--- config.mk ---
export PLATFORM = sky130hd
export DESIGN_NAME = mac_accum_3c
export DESIGN_NICKNAME = d
export VERILOG_FILES = /design/src/rtl/mac_accum_3c.sv
export SDC_FILE = /design/constraint.sdc
export NUM_CORES = 1
export LEC_CHECK = 0
export BUFFER_PORTS_ARGS = -buffer_cell sky130_fd_sc_hd__buf_2
export CAP_MARGIN = 20
export CORE_MARGIN = 2
export CORE_UTILIZATION = 50
export CTS_CLUSTER_SIZE = 25
export DETAILED_ROUTE_END_ITERATION = 7
export MAX_ROUTING_LAYER = met4
export PLACE_DENSITY = 0.71
export RECOVER_POWER = 100
export SLEW_MARGIN = 20
export SYNTH_ARGS = -nofsm -noshare
export SYNTH_HDL_FRONTEND = slang
export SYNTH_SLANG_ARGS = --single-unit
--- constraint.sdc ---
create_clock -name clk -period 3.84 [get_ports clk]
set_input_delay 0.192 -clock clk [delete_from_list [all_inputs] [get_ports clk]]
set_output_delay 0.192 -clock clk [all_outputs]
set_load 0.1 [all_outputs]
--- src/rtl/mac_accum_3c.sv ---
// mac_accum_3c: signed multiply-accumulate behind a LAT-deep DSP multiplier; one result per in_last group.
// Latency: a one-pair group accepted at edge E gives out_valid after edge E+LAT; one pair per clock.
// Backpressure: out_valid & ~out_ready freezes the DSP and flag pipe and drops in_ready. MAC_ACCUM_SAT_EN clamps sums.
module mac_accum_3c #(
  parameter int LAT   = 3,
  parameter int ACC_W = 48,
  parameter int CNT_W = 16
) (
  input  logic                    clk,
  input  logic                    rst,
  input  logic                    in_valid,
  output logic                    in_ready,
  input  logic [17:0]             in_a,
  input  logic [17:0]             in_b,
  input  logic                    in_last,
  output logic [17:0]             mul_a,
  output logic [17:0]             mul_b,
  output logic                    mul_en,
  output logic                    mul_rst,
  input  logic [35:0]             mul_p,
  output logic                    out_valid,
  input  logic                    out_ready,
  output logic [ACC_W-1:0]        out_acc,
  output logic [CNT_W-1:0]        out_count,
  output logic                    out_sat
);

  logic                    stall;
  logic                    accept;
  logic [LAT-1:0]          vld;
  logic [LAT-1:0]          lst;
  logic signed [ACC_W-1:0] acc;
  logic signed [ACC_W-1:0] p_ext;
  logic signed [ACC_W-1:0] sum;
  logic [CNT_W-1:0]        cnt;
  logic [CNT_W-1:0]        cnt_inc;

  assign stall    = out_valid & ~out_ready;
  assign mul_en   = ~stall;
  assign in_ready = ~stall & rst;
  assign accept   = in_valid & in_ready;
  assign mul_rst  = ~rst;
  assign mul_a    = in_a;
  assign mul_b    = in_b;

  assign p_ext   = ACC_W'($signed(mul_p));
  assign cnt_inc = (&cnt) ? cnt : cnt + CNT_W'(1);

`ifdef MAC_ACCUM_SAT_EN
  logic [ACC_W:0] wide;
  logic           sat_now;
  logic           sat;

  // One guard bit: overflow shows as the guard disagreeing with the result sign.
  assign wide = {acc[ACC_W-1], acc} + {p_ext[ACC_W-1], p_ext};

  always_comb begin
    sum     = wide[ACC_W-1:0];
    sat_now = 1'b0;
    if (wide[ACC_W] != wide[ACC_W-1]) begin
      sat_now = 1'b1;
      sum     = wide[ACC_W] ? {1'b1, {(ACC_W-1){1'b0}}} : {1'b0, {(ACC_W-1){1'b1}}};
    end
  end

  always_ff @(posedge clk) begin
    if (!rst) begin
      sat     <= 1'b0;
      out_sat <= 1'b0;
    end else if (mul_en && vld[LAT-1]) begin
      if (lst[LAT-1]) begin
        out_sat <= sat | sat_now;
        sat     <= 1'b0;
      end else begin
        sat <= sat | sat_now;
      end
    end
  end
`else
  assign sum     = acc + p_ext;
  assign out_sat = 1'b0;
`endif

  always_ff @(posedge clk) begin
    if (!rst) begin
      vld       <= '0;
      lst       <= '0;
      acc       <= '0;
      cnt       <= '0;
      out_valid <= 1'b0;
      out_acc   <= '0;
      out_count <= '0;
    end else begin
      if (out_ready) out_valid <= 1'b0;
      // Flags advance only with the DSP so vld[LAT-1] always tags the current mul_p.
      if (mul_en) begin
        vld <= LAT'({vld, accept});
        lst <= LAT'({lst, in_last & accept});
        if (vld[LAT-1]) begin
          if (lst[LAT-1]) begin
            out_acc   <= sum;
            out_count <= cnt_inc;
            out_valid <= 1'b1;
            acc       <= '0;
            cnt       <= '0;
          end else begin
            acc <= sum;
            cnt <= cnt_inc;
          end
        end
      end
    end
  end

endmodule
==> impl_metrics.json, run 1 <==
{
  "status": "complete, but fails checks",
  "failed_checks": "capacitance limit, slew limit",
  "groute.usage.overall": 0.2506,
  "p_int_w": 0.002633,
  "avgRoutedWirePerCell_um": 16.20,
  "clock_pin_slew_of_the_registers_on_the_worst_case_setup_and_hold_paths_ps": 60,
  "finalCritPeriodShare": 0.8583,
  "cts_htree_levels": 4,
  "synth_fp_nets": 1179,
  "power-per-cell-area_mw_per_mm2": 396.5,
  "placement_rows": 46,
  "grt_pass1_wl_um": 34780,
  "layoutNonFillerInstCount": 1315,
  "synth.yosys.warnings": 0,
  "boundaryPins": 182,
  "part_of_the_total_power_dissipated_in_sequential_elements": 0.405,
  "ys_seq_elements": 135,
  "post-route-cell-area_sq_mm": 0.008939,
  "vias_in_the_first_global_route": 7030,
  "cts.sinks": 135,
  "synth.cell_area_sq_mm": 0.008150,
  "postSynthAreaPerCell_sq_um": 7.740,
  "total_leakage_power_nw": 3.505,
  "syn_to_final_growth_pct": 9.671,
  "timing.final.setup_violations": 0,
  "synth-edff-count": 0,
  "final_hold_viol_count": 0,
  "io_buffer_count": 108,
  "p_sw_frac": 0.2571,
  "power_switching_w": 0.0009114,
  "utilization": 0.5627,
  "grt_overflow_total": 0,
  "post-dp-hpwl_um": 15080,
  "cp_capture_type": "flip-flop",
  "slew_headroom": -0.9177,
  "die_w_um": 131.7,
  "synth_cell_types": 78,
  "critical_path.max_fanout": 32,
  "placed_insts": 1283,
  "sequential_fraction_of_the_synthesis_area": 0.3316,
  "route.antenna.remaining_nets": 0,
  "max_clock_freq_mhz": 303.4,
  "maxSlewViolCount": 67,
  "placeableCoreArea_sq_mm": 0.01589,
  "effective_utilization_at_floorplan": 0.5131,
  "finalSetupTns_ps": 0,
  "fin_hold_ws_ps": 36.46,
  "worstMarginPinSlew_ps": 2877,
  "clock_path_buffers": 2,
  "crit_path_launch_type": "flip-flop",
  "crit_path_cell_trace": "nor2b_1 -> buf_4 -> inv_1 -> nand2_1 -> nor3_1 -> buf_4 -> inv_1 -> or4_1 -> nand3_1",
  "rsz_0062_raised_after_global_routing": "no",
  "cap_viol_max_count": 1,
  "postSynthCellCount": 1053,
  "dpl-instance-area_sq_mm": 0.008458,
  "pin_count_of_the_biggest_net_entering_global_routing": 67,
  "min_path_type": "in2reg",
  "worstSetupPathType": "reg2reg",
  "route.final.wire_length_um": 21300,
  "antenna_cells_inserted": 0,
  "die_area_sq_mm": 0.01734,
  "drtIter0Drc": 615,
  "critPathMaxStageDelay_ps": 830,
  "finalClockSkew_ps": 8.589,
  "final.min_clock_period_ps": 3296,
  "remaining_drc_errors": 0,
  "ir_drop_v": 0.0003242,
  "firstDrtPassIters": 5,
  "cts.root.buffer_cell": "clkbuf_16",
  "synth_async_sr_flop_share": 0,
  "via_per_inst": 5.690,
  "crit_path_top_delay_cell": "nand2_1",
  "post_route_cells_drive_above_1_share": 0.09099,
  "fp.dieH_um": 131.7,
  "critPathArrivalTime_ps": 3670,
  "dr_total_vias": 7482,
  "tritoncts_clock_tree": "yes",
  "place.gp.congestion": 0.9374,
  "cts_buffers": 17,
  "crit_required_ps": 4220,
  "final_net_count": 1212,
  "critical_path.n_buffers_inverters": 4,
  "postCtsResizedCells": 0,
  "cp_top_family": "simple AND/OR/NAND/NOR gates",
  "number_of_antenna_violations_at_the_first_check_in_global_routing": 0,
  "synth_ff_type": "dfxtp_1",
  "clock_insertion_delay_worst_skew_ps": 430,
  "clkPwrFrac": 0.492,
  "comb_power_share": 0.103,
  "post_cts_buffers": 0,
  "hold_buffers": 0
}
## path summary, 6_finish.rpt
| check | from | to | slack (ps) | cells after the start |
|---|---|---|---|---|
| worst min register to register | lst[1] | lst[1] | 450 | 2 |
| worst min-delay path | in_valid | vld[0] | 40 | 3 |
| worst max register to register | out_valid | acc[44] | 540 | 9 |
| worst max-delay path | out_valid | acc[44] | 540 | 9 |
## synthesized netlist by cell type (3+ instances only)
library cell	number	area (sq um)
nand2_1	156	585.6
dfxtp_1	135	2703
a21oi_1	130	650.6
nor2_1	96	360.4
o21ai_0	54	270.3
ha_1	48	600.6
clkbuf_1	46	172.7
buf_4	39	292.8
xnor2_1	32	280.3
nand3_1	28	140.1
a22oi_1	27	202.7
nand4_1	25	156.4
a21o_1	22	165.2
inv_1	17	63.81
xor2_1	17	148.9
or3_1	16	100.1
a31oi_1	15	93.84
nor3_1	15	75.07
a22o_1	11	96.34
buf_1	10	37.54
o21a_1	9	67.56
and3_1	7	43.79
o211ai_1	7	52.55
o21bai_1	7	52.55
or2_2	5	31.28
a21boi_0	4	30.03
a2bb2oi_1	3	26.28
mux2i_1	3	30.03
o2111ai_1	3	26.28
o31ai_1	3	22.52
## per-stage QoR
stage	setup WS [ps]	total power (W)
floorplan	1061	0.001917
global placement	851.0	0.001827
detailed placement	788.4	0.001828
CTS	759.4	0.003555
global route	323.3	0.003656
finish	544.3	0.003544
## sequential cells by signal, indices dropped and copies added (netlist names)
name / flops
acc: 48
cnt: 16
lst: 3
out_acc: 48
out_count: 16
out_valid: 1
vld: 3
## power groups by stage
stage	clock network (W)	logic, W	registers (W)
2_1_floorplan	0	0.000450	0.00147
3_3_place_gp	0	0.000363	0.00146
3_5_place_dp	0	0.000362	0.00147
4_1_cts	0.00175	0.000365	0.00143
5_1_grt	0.00182	0.000402	0.00144
6_report	0.00174	0.000365	0.00143
## cells by family after synthesis
family / after synthesis / synth area share
AO/OA/AOI/OAI: 326 / 0.2521
flip-flops: 135 / 0.3316
AND/OR/NAND/NOR: 366 / 0.2002
adder cells (fa/ha/maj): 49 / 0.07614
other: 1 / 0.0004601
multiplexers: 3 / 0.003685
XOR/XNOR: 49 / 0.05266
buffers and inverters: 124 / 0.08321
## cell usage in the layout (no fill, tap or decap), drive strengths merged, types with 15 or more instances in the layout
cell,count
ha,48
a31oi,15
dfxtp,135
nand3,28
inv,19
clkbuf,95
nand4,25
xor2,17
a21oi,130
a22oi,27
nor2,96
nor3,16
xnor2,32
or3,16
o21ai,55
a21o,22
nand2,157
buf,46
## final cells by class
type,instances,area (sq um)
Clock buffer,21,480.5
Clock inverter,11,145.1
Fill cell,1572,6947
Inverter,18,67.56
Multi-Input combinational cell,794,4745
Sequential cell,135,2703
Tap cell,216,270.3
Timing Repair Buffer,120,528.0
## tightest hold or removal path: stages
cell     delay, ps
buf_2          110
nand2_1         50
a21oi_1         50
## routing by layer
metal / share of wire / global-route usage / vias up
met5: 0 / - / -
met4: 0.023 / 0.09843 / 0
met3: 0.044 / 0.04090 / 41
met2: 0.46 / 0.3965 / 185
met1: 0.47 / 0.3209 / 3483
li1: - / - / 3773
Power figures use the tool's default switching activity.
==> run 2: changes to the inputs <==
clock period = 3.2 ns   (was 3.84 ns; I/O delays follow)
==> run 2 against run 1 <==
Effect of this change:
- the flow now finishes without violations
- routed wire length up 0.58%
- largest cell class unchanged
- register-to-register slack worse by 360 ps
- core utilization up 0.57 points
- via count up 1.7%
- flip-flop and latch count unchanged
- critical path depth up 1
- fmax up 9.4%
==> impl_metrics.json, run 2 (synthesis results as in run 1) <==
{
  "status": "finished, final reports clean",
  "die_w_um": 131.7,
  "max_clock_freq_mhz": 332.1,
  "worst-r2r-setup-slack_ps": 190,
  "final_net_count": 1221,
  "final_hold_viol_count": 0,
  "fin_hold_ws_ps": 43.80,
  "reg2regPathDepth": 10,
  "finalClockSkew_ps": 7.302,
  "firstDrtPassIters": 5,
  "final.min_clock_period_ps": 3011,
  "post_route_cells_drive_above_1_share": 0.09747,
  "setup_slack_ps": 188.7,
  "most-common-layout-cells": "nand2_1, dfxtp_1, a21oi_1",
  "place.gp.congestion": 0.9391,
  "boundaryPins": 182,
  "groute.layer.met1.usage": 0.3264,
  "fp.dieH_um": 131.7,
  "grt_overflow_total": 0,
  "power-per-cell-area_mw_per_mm2": 464.7,
  "post-route-cell-area_sq_mm": 0.009029,
  "clock_insertion_delay_worst_skew_ps": 430,
  "cp_top_family": "compound AO/OA/AOI/OAI gates",
  "dpl-instance-area_sq_mm": 0.008546,
  "drtIter0Drc": 601,
  "mostFrequentLayoutCell": "nand2_1",
  "finalSetupTns_ps": 0,
  "crit_path_cell_trace": "ha_1 -> a21oi_1 -> o32ai_1 -> a311o_2 -> a221o_1 -> a41oi_2 -> o21a_2 -> o21ai_1 -> or2_0 -> a32o_1",
  "worstHoldPathCells": 3,
  "placeableCoreArea_sq_mm": 0.01589,
  "avgRoutedWirePerCell_um": 16.18,
  "cap_viol_max_count": 0,
  "slew_headroom": 0.1937,
  "cts_htree_levels": 4,
  "dr_total_vias": 7610,
  "gr-max-usage-layer": "met2",
  "worstSetupPathType": "reg2reg",
  "antenna_cells_inserted": 0,
  "crit_path_top_delay_cell": "a221o_1",
  "min_path_type": "in2reg",
  "number_of_antenna_violations_at_the_first_check_in_global_routing": 0,
  "crit_required_ps": 3520,
  "die_area_sq_mm": 0.01734,
  "io_buffer_count": 108,
  "total_leakage_power_nw": 3.554,
  "rsz_0062_raised_after_global_routing": "no",
  "route.antenna.remaining_nets": 0,
  "tritoncts_clock_tree": "yes",
  "placement_rows": 46,
  "cts.root.buffer_cell": "clkbuf_16",
  "hold_path_startpoint": "in_valid",
  "worstMarginPinSlew_ps": 1215,
  "effective_utilization_at_floorplan": 0.5131,
  "timing.final.setup_violations": 0,
  "cts_buffers": 17,
  "cp_capture_type": "flip-flop",
  "route.final.wire_length_um": 21420,
  "pin_count_of_the_biggest_net_entering_global_routing": 75,
  "clock_pin_slew_of_the_registers_on_the_worst_case_setup_and_hold_paths_ps": 60,
  "critical_path.n_buffers_inverters": 0,
  "cts.sinks": 135,
  "remaining_drc_errors": 0,
  "grt_pass1_wl_um": 34940,
  "groute.usage.overall": 0.2517,
  "crit_path_launch_type": "flip-flop",
  "critical_path.max_fanout": 5,
  "critPathArrivalTime_ps": 3330,
  "finalCritPeriodShare": 0.9410,
  "grt_use_met3": 0.03781,
  "r2r_path_start": "acc[7]",
  "globalRouteMet2Util": 0.4040,
  "clock_path_buffers": 2,
  "critPathMaxStageDelay_ps": 430,
  "post-dp-hpwl_um": 15290,
  "preCtsSetupSlack_ps": 167.1,
  "worst_reg2reg_endpoint": "acc[38]",
  "utilization": 0.5684,
  "ir_drop_v": 0.0003619,
  "hold_buffers": 0,
  "vias_in_the_first_global_route": 7084,
  "leading_registers_by_flop_count": "acc: 48 flops, out_acc: 48 flops",
  "worst_hold_path.endpoint": "vld[0]",
  "maxSlewViolCount": 0,
  "syn_to_final_growth_pct": 10.78,
  "via_per_inst": 5.748
}
==> run 2: worst max path at each step <==
stage | startpoint | to | depth (start not counted)
6_report | acc[7] | acc[38] | 10
4_1_cts | acc[0] | acc[44] | 12
5_1_grt | out_valid | out_acc[14] | 8
3_5_place_dp | acc[0] | acc[44] | 12
2_1_floorplan | acc[0] | acc[44] | 12
3_3_place_gp | acc[0] | acc[44] | 12
==> run 2: through the flow <==
stage	total power [W]	std cells
after floorplan	0.002300	1053
after global placement	0.002197	1291
after detailed placement	0.002199	1292
after CTS	0.004222	1324
after global routing	0.004353	1324
final	0.004196	1324
==> run 2: per-layer routing <==
| metal | share of wire | vias to the layer above | wire [um] |
|---|---|---|---|
| met3 | 0.044 | 39 | 933 |
| met2 | 0.47 | 193 | 9983 |
| met1 | 0.47 | 3571 | 10120 |
| met5 | 0 | - | 0 |
| li1 | - | 3807 | - |
| met4 | 0.018 | 0 | 391 |
==> run 2: area by class of cell <==
cell class                      instances  area, sq um
Fill cell                            1583         6857
Clock inverter                         12        151.4
Timing Repair Buffer                  129        605.6
Sequential cell                       135         2703
Multi-Input combinational cell        794         4775
Inverter                               18        67.56
Tap cell                              216        270.3
Clock buffer                           20        456.7
==> run 2: tightest hold or removal path, delay by kind of cell <==
family,cells,cell delay (ps)
AOI/OAI and AO/OA,1,70
and+or+nand+nor,1,60
buffers and inverters,1,120
==> run 2: where the power goes <==
group / internal (W) / leakage, nW / switching (W)
Sequential: 0.00170 / 1.09 / 0.0000171
Combinational: 0.000153 / 2.17 / 0.000295
Clock: 0.00126 / 0.296 / 0.000764
Total: 0.00312 / 3.55 / 0.00108
==> run 2: what timing repair did <==
action / in CTS / in global routing
setup endpoints to repair: 0 / 4
setup buffers: 0 / 0
gates resized for setup: 0 / 3
==> run 3: changes to the inputs <==
GPL_TIMING_DRIVEN = 0   (was not set)
HOLD_SLACK_MARGIN = 0.1   (was not set)
SLEW_MARGIN = 5   (was 20)
==> run 3 against run 2 <==
Effect of this change:
- die area is the same
- worst hold slack gained 110 ps
- clock-buffer cell count grew 2
- setup slack lost 130 ps
- routed wire length grew 11%
- first-iteration DRC count grew 6.5%
- non-clock buffer count grew 123
- largest cell class unchanged
- largest power group unchanged
==> impl_metrics.json, run 3 (synthesis results as in run 1) <==
{
  "max_clock_freq_mhz": 318.6,
  "power-per-cell-area_mw_per_mm2": 460.0,
  "cap_viol_max_count": 0,
  "effective_utilization_at_floorplan": 0.5131,
  "comb_power_share": 0.158,
  "clock_insertion_delay_worst_skew_ps": 430,
  "route.antenna.remaining_nets": 0,
  "post-route-cell-area_sq_mm": 0.009630,
  "cts_buffers": 17,
  "p_sw_frac": 0.2873,
  "status": "finished, final reports clean",
  "p_int_w": 0.003157,
  "groute.usage.overall": 0.2742,
  "via_per_inst": 5.633,
  "crit_path_launch_type": "flip-flop",
  "clock_path_buffers": 2,
  "drtIter0Drc": 640,
  "dpl-instance-area_sq_mm": 0.009141,
  "finalSetupTns_ps": 0,
  "worstMarginPinSlew_ps": 1192,
  "vias_in_the_first_global_route": 7386,
  "maxSlewViolCount": 0,
  "clock_pin_slew_of_the_registers_on_the_worst_case_setup_and_hold_paths_ps": 60,
  "preCtsSetupSlack_ps": 57.30,
  "final_hold_viol_count": 0,
  "cts.root.buffer_cell": "clkbuf_16",
  "part_of_the_total_power_dissipated_in_sequential_elements": 0.388,
  "syn_to_final_growth_pct": 18.16,
  "tritoncts_clock_tree": "yes",
  "most-common-layout-cells": "clkbuf_1, nand2_1, dfxtp_1",
  "finalClockSkew_ps": 6.553,
  "die_area_sq_mm": 0.01734,
  "num-fill-cells": 1587,
  "placement_rows": 46,
  "mostFrequentLayoutCell": "clkbuf_1",
  "timing.final.setup_violations": 0,
  "io_buffer_count": 144,
  "finalCritPeriodShare": 0.9809,
  "clkPwrFrac": 0.454,
  "grt_pass1_wl_um": 37380,
  "power_switching_w": 0.001273,
  "boundaryPins": 182,
  "post-dp-hpwl_um": 17670,
  "avgRoutedWirePerCell_um": 16.39,
  "pin_count_of_the_biggest_net_entering_global_routing": 17,
  "crit_required_ps": 3520,
  "critPathArrivalTime_ps": 3460,
  "firstDrtPassIters": 7,
  "slew_headroom": 0.2085,
  "total_leakage_power_nw": 3.847,
  "remaining_drc_errors": 0,
  "fin_hold_ws_ps": 154.4,
  "rsz_0062_raised_after_global_routing": "no",
  "post_route_cells_drive_above_1_share": 0.1122,
  "grt_overflow_total": 0,
  "min_path_type": "in2reg",
  "cts.sinks": 135,
  "leading_registers_by_flop_count": "acc: 48 flops, out_acc: 48 flops",
  "worstSetupPathType": "reg2reg",
  "route.final.wire_length_um": 23710,
  "report.power.total_w": 0.004430,
  "critical_path.max_fanout": 5,
  "ir_drop_v": 0.0003945,
  "number_of_antenna_violations_at_the_first_check_in_global_routing": 0,
  "setup_slack_ps": 61.15,
  "die_w_um": 131.7,
  "fp.dieH_um": 131.7,
  "antenna_cells_inserted": 0,
  "cp_capture_type": "flip-flop",
  "final.min_clock_period_ps": 3139,
  "final_net_count": 1344,
  "placeableCoreArea_sq_mm": 0.01589,
  "cts_htree_levels": 4,
  "dr_total_vias": 8146,
  "place.gp.congestion": 0.9434
}
-- run 3: cell count changes in the layout (fill, tap and decap cells not counted), moves of 3 or more --
cell           change
clkbuf_1          +84
clkinv_4           -3
dlygate4sd3_1      +3
buf_4             +28
-- run 3: through the flow --
step / cells / util
2_1_floorplan: 1053 / -
3_3_place_gp: 1413 / 0.5755
3_5_place_dp: 1413 / 0.5755
4_1_cts: 1446 / 0.6138
5_1_grt: 1446 / 0.6063
6_report: 1446 / 0.6063
-- run 3: cell type report --
| cell class | instances | area, sq um | area share |
|---|---|---|---|
| Buffer | 106 | 610.6 | 0.06340 |
| Clock buffer | 22 | 464.2 | 0.04820 |
| Clock inverter | 9 | 125.1 | 0.01299 |
| Inverter | 18 | 67.56 | 0.007016 |
| Multi-Input combinational cell | 794 | 4777 | 0.4960 |
| Sequential cell | 135 | 2703 | 0.2806 |
| Tap cell | 216 | 270.3 | 0.02806 |
| Timing Repair Buffer | 146 | 613.1 | 0.06366 |
-- run 3: path summary, 6_finish.rpt --
path             from          to  slack [ps]  depth (start not counted)
max            acc[7]     acc[38]          60                         10
min          mul_p[0]  out_acc[0]         150                          4
max reg2reg    acc[7]     acc[38]          60                         10
min reg2reg    lst[0]      lst[0]         450                          2
-- run 3: critical path: stages (launching register included) --
cell and delay (ps):
dfxtp_1 310, ha_1 340, a21oi_1 190, o32ai_1 120, a311o_2 400, a221o_1 420
a41oi_2 330, o21a_1 290, o21ai_1 120, or2_0 230, a32o_1 260
-- run 3: routing by layer --
metal / share of wire / routed length [um] / vias to the layer above / GRT usage
met4: 0.020 / 481 / 0 / 0.08514
met5: 0 / 0 / - / -
met3: 0.063 / 1499 / 43 / 0.05324
met2: 0.46 / 10960 / 264 / 0.4343
met1: 0.45 / 10770 / 3792 / 0.3546
li1: - / - / 4047 / -
-- run 3: power by group through the flow --
stage,clock network (W),logic (W),registers [W]
final,0.00201,0.000700,0.00172
after CTS,0.00202,0.000702,0.00172
after detailed placement,0,0.000697,0.00175
after global placement,0,0.000694,0.00175
after global routing,0.00210,0.000752,0.00172
after floorplan,0,0.000541,0.00176
-- run 3: timing repair --
action	CTS	global route
setup endpoints to repair	0	17
resized for setup	0	6
setup buffers	0	0
hold buffers	2	0
hold endpoints to repair	2	0
